<file path="config.mk">
export PLATFORM = sky130hd
export DESIGN_NAME = serial_paralelo
export DESIGN_NICKNAME = d
export VERILOG_FILES = /design/src/rtl/serial_paralelo.sv
export SDC_FILE = /design/constraint.sdc
export NUM_CORES = 1
export LEC_CHECK = 0
export ABC_AREA = 1
export CAP_MARGIN = 20
export CORE_ASPECT_RATIO = 0.75
export CORE_MARGIN = 3
export CORE_UTILIZATION = 55
export CTS_BUF_LIST = sky130_fd_sc_hd__clkbuf_4 sky130_fd_sc_hd__clkbuf_8 sky130_fd_sc_hd__clkbuf_16
export CTS_CLUSTER_DIAMETER = 100
export DETAILED_ROUTE_END_ITERATION = 10
export GPL_TIMING_DRIVEN = 0
export PLACE_DENSITY_LB_ADDON = 0.3
export SLEW_MARGIN = 20
export SYNTH_ARGS = -nofsm -noshare
export SYNTH_HDL_FRONTEND = slang
export SYNTH_SLANG_ARGS = --single-unit
</file>
<file path="constraint.sdc">
create_clock -name clk_32f -period 2.1 [get_ports clk_32f]
set_input_delay 0.63 -clock clk_32f [delete_from_list [all_inputs] [get_ports clk_32f]]
set_output_delay 0.63 -clock clk_32f [all_outputs]
set_load 0.1 [all_outputs]
</file>
<file path="src/rtl/serial_paralelo.sv">
// serial_paralelo: serial-to-parallel converter with COM-symbol byte alignment.
//   clk_32f                 in   serial bit clock, all state advances on its rising edge
//   reset                   in   asynchronous active-high reset
//   data_in                 in   serial bit stream, MSB of each byte first
//   data_serial_paralelo    out  recovered byte (8'h00 until aligned)
//   valid_serial_paralelo   out  recovered byte is payload, not COM_SYMBOL
//   active_serial_paralelo  out  link aligned (only with SERPAR_STATUS_EN defined)
// Optional feature macro: SERPAR_STATUS_EN
module serial_paralelo #(
    parameter logic [7:0] COM_SYMBOL = 8'hBC,
    parameter int         COM_LOCK   = 4
) (
    input  logic       clk_32f,
    input  logic       reset,
    input  logic       data_in,
    output logic [7:0] data_serial_paralelo,
`ifdef SERPAR_STATUS_EN
    output logic       active_serial_paralelo,
`endif
    output logic       valid_serial_paralelo
);
    localparam logic [3:0] LOCK = 4'(COM_LOCK);

    typedef enum logic [1:0] {SEARCH, ALIGN, ACTIVE} state_t;

    state_t     state, state_nx;
    logic [7:0] shreg, next_byte, data_nx;
    logic [2:0] bit_cnt, bit_cnt_nx;
    logic [3:0] com_cnt, com_cnt_nx;
    logic       valid_nx, is_com, boundary;

    assign next_byte = {shreg[6:0], data_in};
    assign is_com    = next_byte == COM_SYMBOL;
    assign boundary  = bit_cnt == 3'd7;

    always_comb begin
        state_nx   = state;
        bit_cnt_nx = bit_cnt + 3'd1;
        com_cnt_nx = com_cnt;
        data_nx    = (state == ACTIVE) ? data_serial_paralelo : 8'h00;
        valid_nx   = (state == ACTIVE) ? valid_serial_paralelo : 1'b0;
        case (state)
            SEARCH: begin
                // Bit-level hunt: the counter is held so the first COM sets the byte phase.
                bit_cnt_nx = 3'd0;
                state_nx   = is_com ? ALIGN : SEARCH;
                com_cnt_nx = is_com ? 4'd1 : 4'd0;
            end
            ALIGN: if (boundary) begin
                com_cnt_nx = is_com ? com_cnt + 4'd1 : 4'd0;
                // The locking COM itself is not published; output starts next byte.
                state_nx   = !is_com ? SEARCH : (com_cnt + 4'd1 == LOCK) ? ACTIVE : ALIGN;
            end
            ACTIVE: if (boundary) begin
                data_nx  = next_byte;
                valid_nx = !is_com;
            end
            default: state_nx = SEARCH;
        endcase
    end

    always_ff @(posedge clk_32f or posedge reset) begin
        if (reset) begin
            state                 <= SEARCH;
            shreg                 <= 8'h00;
            bit_cnt               <= 3'd0;
            com_cnt               <= 4'd0;
            data_serial_paralelo  <= 8'h00;
            valid_serial_paralelo <= 1'b0;
        end else begin
            state                 <= state_nx;
            shreg                 <= next_byte;
            bit_cnt               <= bit_cnt_nx;
            com_cnt               <= com_cnt_nx;
            data_serial_paralelo  <= data_nx;
            valid_serial_paralelo <= valid_nx;
        end
    end

`ifdef SERPAR_STATUS_EN
    always_ff @(posedge clk_32f or posedge reset) begin
        if (reset) active_serial_paralelo <= 1'b0;
        else       active_serial_paralelo <= state_nx == ACTIVE;
    end
`endif
endmodule

</file>
After elaboration in Yosys (flattened, before gate mapping)

Index checks and enable logic that the tools add are counted.

Register bits after elaboration: 25
Bits in latches: 0
Memory bits (writable): 0
Bits in read-only memories: 0
Output and inout port bits: 9
Word-level logic and storage cells: 36
Memories: 0

Add/sub/neg operators: 2
$mul: 0
Div/mod/pow operators: 0
$lt $le $gt $ge: 0
Equality and inequality tests: 6
Shift-type cells: 0
Muxes and demuxes: 16
Bitwise operators: 1
Reduce and logical (&&, ||, !) cells: 5

Operators by type and width:

| cell                                                            | number |
|---|---|
| 8-bit two-way mux                                               | 3 |
| 8-bit == test, second input constant                            | 1 |
| 4-bit two-way mux                                               | 2 |
| 4-bit one-hot mux with 2 select lines                           | 1 |
| 2-bit two-way mux                                               | 3 |
| 2-bit one-hot mux with 3 select lines                           | 1 |
| 1-bit two-way mux                                               | 5 |
| 4-bit by 1-bit adder with 4-bit output, second input constant   | 1 |
| 4-bit by 3-bit == test with 1-bit output, second input constant | 1 |
| 2-bit AND reduction                                             | 2 |
| 3-bit by 1-bit adder with 3-bit output, second input constant   | 1 |
| 3-bit == test, second input constant                            | 1 |
| 3-bit two-way mux                                               | 1 |
| 2-bit by 1-bit == test with 1-bit output, second input constant | 1 |
| 2-bit == test, second input constant                            | 1 |
| 2-bit zero test                                                 | 1 |
| 2-bit != test, second input constant                            | 1 |
| 2-bit nonzero test                                              | 1 |
| 1-bit zero test                                                 | 1 |
| 1-bit NOT                                                       | 1 |

Longest topological paths before layout

Gate-level depths: netlist of run 1.

Depth in word-level cells: 6
Mapped depth: 7
Mapped depth without buffers: 7

Worst setup path before layout of run 1

OpenSTA, ideal clock, no wires.

Path type: reg-to-output
Start point: register data_serial_paralelo[0]
End point: output data_serial_paralelo[0]
Arrival: 0.898 ns
Required time: 1.470 ns
Setup slack: 0.572 ns
Stages on the path, launching flop included: 1
Buffers on the path: 0
Path through: dfrtp_1

RTL lines:

| item                     | line | text |
|---|---|---|
| start: declaration       | 16   | `output logic [7:0] data_serial_paralelo,` |
| start signal: assignment | 75   | `data_serial_paralelo <= data_nx;` |

No word-level cell between the ends.

Worst setup path after layout of run 1

Start point: register data_serial_paralelo[3]
End point: output data_serial_paralelo[3]

No word-level cell between the ends.

==> results.yml, run 1 <==
drt:
  routed_via_density: 5.23
  vias: 805
  ant_nets: 0
  drc: 0
  routedWlPerCell_um: 12.6
  dr.pass1.iters: 4
  drt_iter0_markers: 15
  wirelength_um: 1940
floorplan:
  dieHeight_um: 44.5
  core_um2: 1810
  fp-row-count: 13
  die_w_um: 57.3
  initial_core_util: 0.602
  die-area_um2: 2550
  io_pins: 12
critical_path:
  r2r-start: "bit_cnt[0]"
  crit_buf_inv: 1
  crit_slowest_cell: "clkdlybuf4s15_2"
  arrival_ps: 1260
  path_max_fanout: 2
  cp-end-kind: "primary output"
  critical_path_class: "flip-flop to primary output"
  crit_cells: 1
  crit_family: "buffers and inverters"
  r2r_slack_ps: 650
  worstSetupStartpointType: "flip-flop"
  r2r.worst_path.cells: 7
  worstPathRequired_ps: 1470
  rr_endpoint: "com_cnt[2]"
  cp-startpoint: "data_serial_paralelo[3]"
  path_cells: "clkdlybuf4s15_2"
  slowest_delay_ps: 560
finish:
  nets: 139
  antenna_cells: 0
  fill_cells: 142
  layout-drive-gt1-share: 0.174
  syn2layout_area_growth_pct: 16.2
  final-instance-count-excl-fill: 154
  fin_util: 0.699
synth:
  syn-num-nets: 123
  synthCells: 117
  yosysTopAreaCell: "dfrtp_1"
  synth_common_cells: "dfrtp_1, nor2_1, nand2_1"
  netlist_top_cells_area: "dfrtp_1, nor2_1, nand2_1"
  synthSimpleGateAreaFrac: 0.258
  synth_seq_cells: 25
  synthAdderAreaFrac: 0.0346
  synth-edff-count: 0
  yosysUniqueCellTypes: 21
  synthMuxAreaShare: 0
  synth_top_family_by_area: "simple AND/OR/NAND/NOR gates"
  async_reset_ff_frac: 1.00
  synth_xor_area_frac: 0.00806
  synth_area_um2: 1090
  yosysSeqAreaShare: 0.576
  synth_compound_area_frac: 0.0541
  ys_warn_count: 0
  syn_area_per_cell_um2: 9.28
  yosys_most_used_dff: "dfrtp_1"
  synth_top_area_share: 0.576
timing:
  max-slew-margin-rel: 0.391
  setup_viol: 0
  drv_slew: 0
  fin_crit_sh: 0.899
  final_hold_viol_count: 0
  max_freq_mhz: 530
  grt_setup_unrepaired: "no"
  worst_pin_slew_ps: 913
  whs_ps: 403
  skew_ps: 9.42
  finalSetupTns_ps: 0
  period_needed_ps: 1890
hold_path:
  min_to: "shreg[6]"
  hold_path.class: "flip-flop to flip-flop"
  min_path_cells: 0
  hold_path_startpoint: "shreg[5]"
clocking:
  cts_made_buffers: 3
  hold_buffers: 0
  cts_resized: 27
  cts_sinks: 25
  path_clk_slew_ps: 130
  cts_tree: "built"
  cts_root_buf: "clkbuf_4"
  insertion_delay_ps: 320
  htree_levels: 1
  postCtsSetupRepairBufs: 0
  max-clock-path-buffers: 2
power_and_ir_drop:
  p_comb_frac: 0.061
  p_int_uw: 579
  p_sw_uw: 184
  ir_drop_v: 0.000581
  p_total_uw: 763
  switching_share: 0.241
  clock_power_share: 0.276
  leakagePower_nw: 0.605
  seq_power_share: 0.664
  powerDensity_nw_per_um2: 604
placement:
  dp_cells: 150
  dp_hpwl_um: 1410
  globalplace.congestion: 0.803
  port_buffers: 11
grt:
  grt_max_degree: 26
  grt.overflow.total: 0
  gr-usage-all-layers: 0.194
  grt_first_pass_wirelength_um: 3660
  grt_pass1_vias: 805
  antenna_found_initial: 0
job:
  max_cap_viol_count: 0
run_status:
  status: "finished clean"
-- power groups by stage --
stage	Clock (mW)	Combinational, mW	Sequential, mW
after floorplan	0	0.0351	0.511
after global placement	0	0.0450	0.514
after detailed placement	0	0.0470	0.515
after CTS	0.223	0.0474	0.506
after global routing	0.243	0.0535	0.509
final	0.210	0.0462	0.506
-- routing by layer --
layer  global-route usage  up-vias  part of all wire  wire length, um
met2                0.312       16              0.47              909
li1                     -      400                 -                -
met3               0.0525        2             0.037               72
met1                0.261      387              0.48              940
met4               0.0556        0            0.0088               17
met5                    0        -                 0                0
-- placed cells by master, fill, tap and decap left out, drive strengths merged --
cell type and instances:
nand4 2, nor2 26, clkbuf 3, xnor2 1, a211oi 3, ha 3
o21ai 3, dfrtp 25, inv 14, a21oi 1, nand3 6, nor3b 1
clkdlybuf4s50 2, nand2 24, clkdlybuf4s15 9, nor3 6, clkinv 1, buf 2
-- through the flow --
step	worst slack [ps]	instance area (um^2)
floorplan	572	1090
global placement	6.81	1220
detailed placement	2.99	1220
CTS	196	1260
global route	144	1260
finish	213	1260
-- final cells by class --
type	instances	area [um^2]	area share
buffer	2	22.5	0.0178
tap	22	27.5	0.0218
clock buffer	3	22.5	0.0178
clock inverter	1	5.00	0.00396
sequential	25	626	0.496
timing repair buffer	11	121	0.0961
multi-input combinational	76	385	0.305
inverter	14	52.6	0.0416
-- registers in the layout (all words and copies together) (netlist names) --
register               cells
bit_cnt                    3
com_cnt                    4
data_serial_paralelo       8
shreg                      7
state                      2
valid_serial_paralelo      1
-- worst max path at each step --
stage                                   end
floorplan           data_serial_paralelo[0]
global placement    data_serial_paralelo[3]
detailed placement    valid_serial_paralelo
CTS                 data_serial_paralelo[3]
global route        data_serial_paralelo[3]
finish              data_serial_paralelo[3]
-- cells by family (layout without fill, tap and decap cells) --
| logic type | Yosys count | after routing |
|---|---|---|
| AO/OA/AOI/OAI | 7 | 7 |
| XOR/XNOR | 1 | 1 |
| buffers and inverters | 16 | 31 |
| adder cells (fa/ha/maj) | 3 | 3 |
| AND/OR/NAND/NOR | 65 | 65 |
| flip-flops | 25 | 25 |
Note: power is estimated with default switching activity, not from simulation.
==> run 2, diff against run 1 <==
CTS_BUF_LIST = sky130_fd_sc_hd__clkbuf_16   (was sky130_fd_sc_hd__clkbuf_4 sky130_fd_sc_hd__clkbuf_8 sky130_fd_sc_hd__clkbuf_16)
==> run 2 against run 1 <==
  * Power is 27% higher
  * Sequential share of layout area decreased by 0.63 points
  * Critical path depth unchanged
  * First-iteration DRC count fell by 13%
  * Largest power group unchanged
  * Clock-buffer cell count unchanged
  * Non-clock buffer count stayed put
  * Setup slack worse by 170 ps
  * Register-to-register slack improved by 20 ps
  * Highest routed layer unchanged
  * Fmax down 8.2%
==> results.yml, run 2 (same netlist as run 1, synthesis figures left out) <==
run_status:
  status: "finished clean"
placement:
  port_buffers: 11
  dp_cells: 150
  dp_hpwl_um: 1410
  globalplace.congestion: 0.803
  placedInstanceArea_um2: 1220
floorplan:
  die_w_um: 57.3
  initial_core_util: 0.602
  io_pins: 12
  dieHeight_um: 44.5
  die-area_um2: 2550
  fp-row-count: 13
  core_um2: 1810
grt:
  gr-usage-all-layers: 0.203
  busiest_layer: "met2"
  grt_max_degree: 26
  met1_usage: 0.258
  grt.overflow.total: 0
  antenna_found_initial: 0
  grt_pass1_vias: 849
  grt_first_pass_wirelength_um: 3850
  met3_usage: 0.0641
  use_met2: 0.339
timing:
  max-slew-margin-rel: 0.367
  max_freq_mhz: 486
  drv_slew: 0
  final_hold_viol_count: 0
  finalSetupTns_ps: 0
  setup_viol: 0
  worst_pin_slew_ps: 954
  period_needed_ps: 2060
  grt_setup_unrepaired: "no"
  fin_crit_sh: 0.980
  skew_ps: 2.16
drt:
  drt_iter0_markers: 13
  wirelength_um: 2010
  drc: 0
  dr.pass1.iters: 4
  routedWlPerCell_um: 13.1
  vias: 806
  routed_via_density: 5.23
  ant_nets: 0
finish:
  largest-register: "data_serial_paralelo"
  top_regs: "data_serial_paralelo: 8 flops, shreg: 7 flops, com_cnt: 4 flops"
  fin_util: 0.708
  fill_cells: 139
  final-instance-count-excl-fill: 154
  largest_reg_flops: 8
  syn2layout_area_growth_pct: 17.7
  most-common-layout-cells: "nor2_1, dfrtp_1, nand2_1"
  antenna_cells: 0
  nets: 139
  finish.instance_area_um2: 1280
  layout-drive-gt1-share: 0.144
power_and_ir_drop:
  p_int_uw: 765
  p_comb_frac: 0.048
  clock_power_share: 0.429
  powerDensity_nw_per_um2: 757
  seq_power_share: 0.523
  p_total_uw: 969
  p_sw_uw: 204
  ir_drop_v: 0.000817
  leakagePower_nw: 0.636
  switching_share: 0.211
clocking:
  postCtsSetupRepairBufs: 0
  cts_made_buffers: 3
  cts_sinks: 25
  hold_buffers: 0
  cts_tree: "built"
  max-clock-path-buffers: 2
  path_clk_slew_ps: 60
  cts_root_buf: "clkbuf_16"
  htree_levels: 1
  insertion_delay_ps: 260
hold_path:
  hold_path.class: "flip-flop to flip-flop"
  hold_path_startpoint: "shreg[5]"
  min_to: "shreg[6]"
  min_path_cells: 0
critical_path:
  worstSetupStartpointType: "flip-flop"
  critical_path_class: "flip-flop to primary output"
  crit_slowest_cell: "clkdlybuf4s15_1"
  crit_buf_inv: 1
  rr_endpoint: "com_cnt[2]"
  crit_family: "buffers and inverters"
  r2r-start: "bit_cnt[0]"
  worstPathRequired_ps: 1470
  path_max_fanout: 2
  slowest_delay_ps: 830
  r2r.worst_path.cells: 7
  r2r_slack_ps: 670
  path_cells: "clkdlybuf4s15_1"
  arrival_ps: 1430
  cp-end-kind: "primary output"
job:
  max_cap_viol_count: 0
## run 2: cell type report
class | count | area (um^2) | area share
sequential | 25 | 626 | 0.489
clock inverter | 1 | 5.00 | 0.00391
inverter | 14 | 52.6 | 0.0411
timing repair buffer | 11 | 85.1 | 0.0665
buffer | 2 | 22.5 | 0.0176
tap | 22 | 27.5 | 0.0215
clock buffer | 3 | 75.1 | 0.0587
multi-input combinational | 76 | 385 | 0.301
## run 2: how the worst max path moves through the flow
stage,cells past startpoint,end,from
after global placement,1,data_serial_paralelo[3],data_serial_paralelo[3]
after detailed placement,1,valid_serial_paralelo,valid_serial_paralelo
after global routing,1,data_serial_paralelo[0],data_serial_paralelo[0]
after floorplan,0,data_serial_paralelo[0],data_serial_paralelo[0]
final,1,data_serial_paralelo[4],data_serial_paralelo[4]
after CTS,1,valid_serial_paralelo,valid_serial_paralelo
## run 2: per-stage QoR
step,setup slack (ps),hold slack (ps)
after CTS,6.72,398
after detailed placement,2.99,385
after global routing,3.30,406
after global placement,6.81,358
after floorplan,572,354
final,42.9,390
## run 2: power groups by stage
stage	combinational [mW]	clock [mW]	sequential, mW
6_report	0.0464	0.416	0.507
3_5_place_dp	0.0470	0	0.515
3_3_place_gp	0.0450	0	0.514
5_1_grt	0.0541	0.446	0.509
4_1_cts	0.0473	0.424	0.507
2_1_floorplan	0.0351	0	0.511
## run 2: worst reg2reg max path: stages, from the launching register on
cell and delay, ps:
dfrtp_1 380, ha_1 200, ha_1 180, buf_6 140, o21ai_4 230, nor2_2 70, nand3_2 70, nand2_1 40
## run 2: routing by layer
layer / wire (um) / vias up / part of all wire
li1: - / 398 / -
met1: 957 / 389 / 0.48
met2: 946 / 17 / 0.47
met3: 97 / 2 / 0.048
met4: 12 / 0 / 0.0060
met5: 0 / - / 0
## run 2: timing repair
item                                    CTS  global route
pin swaps                                 0             0
resized for setup                        10            13
endpoints found under the setup margin    9             9
endpoints found under the hold margin     0             0
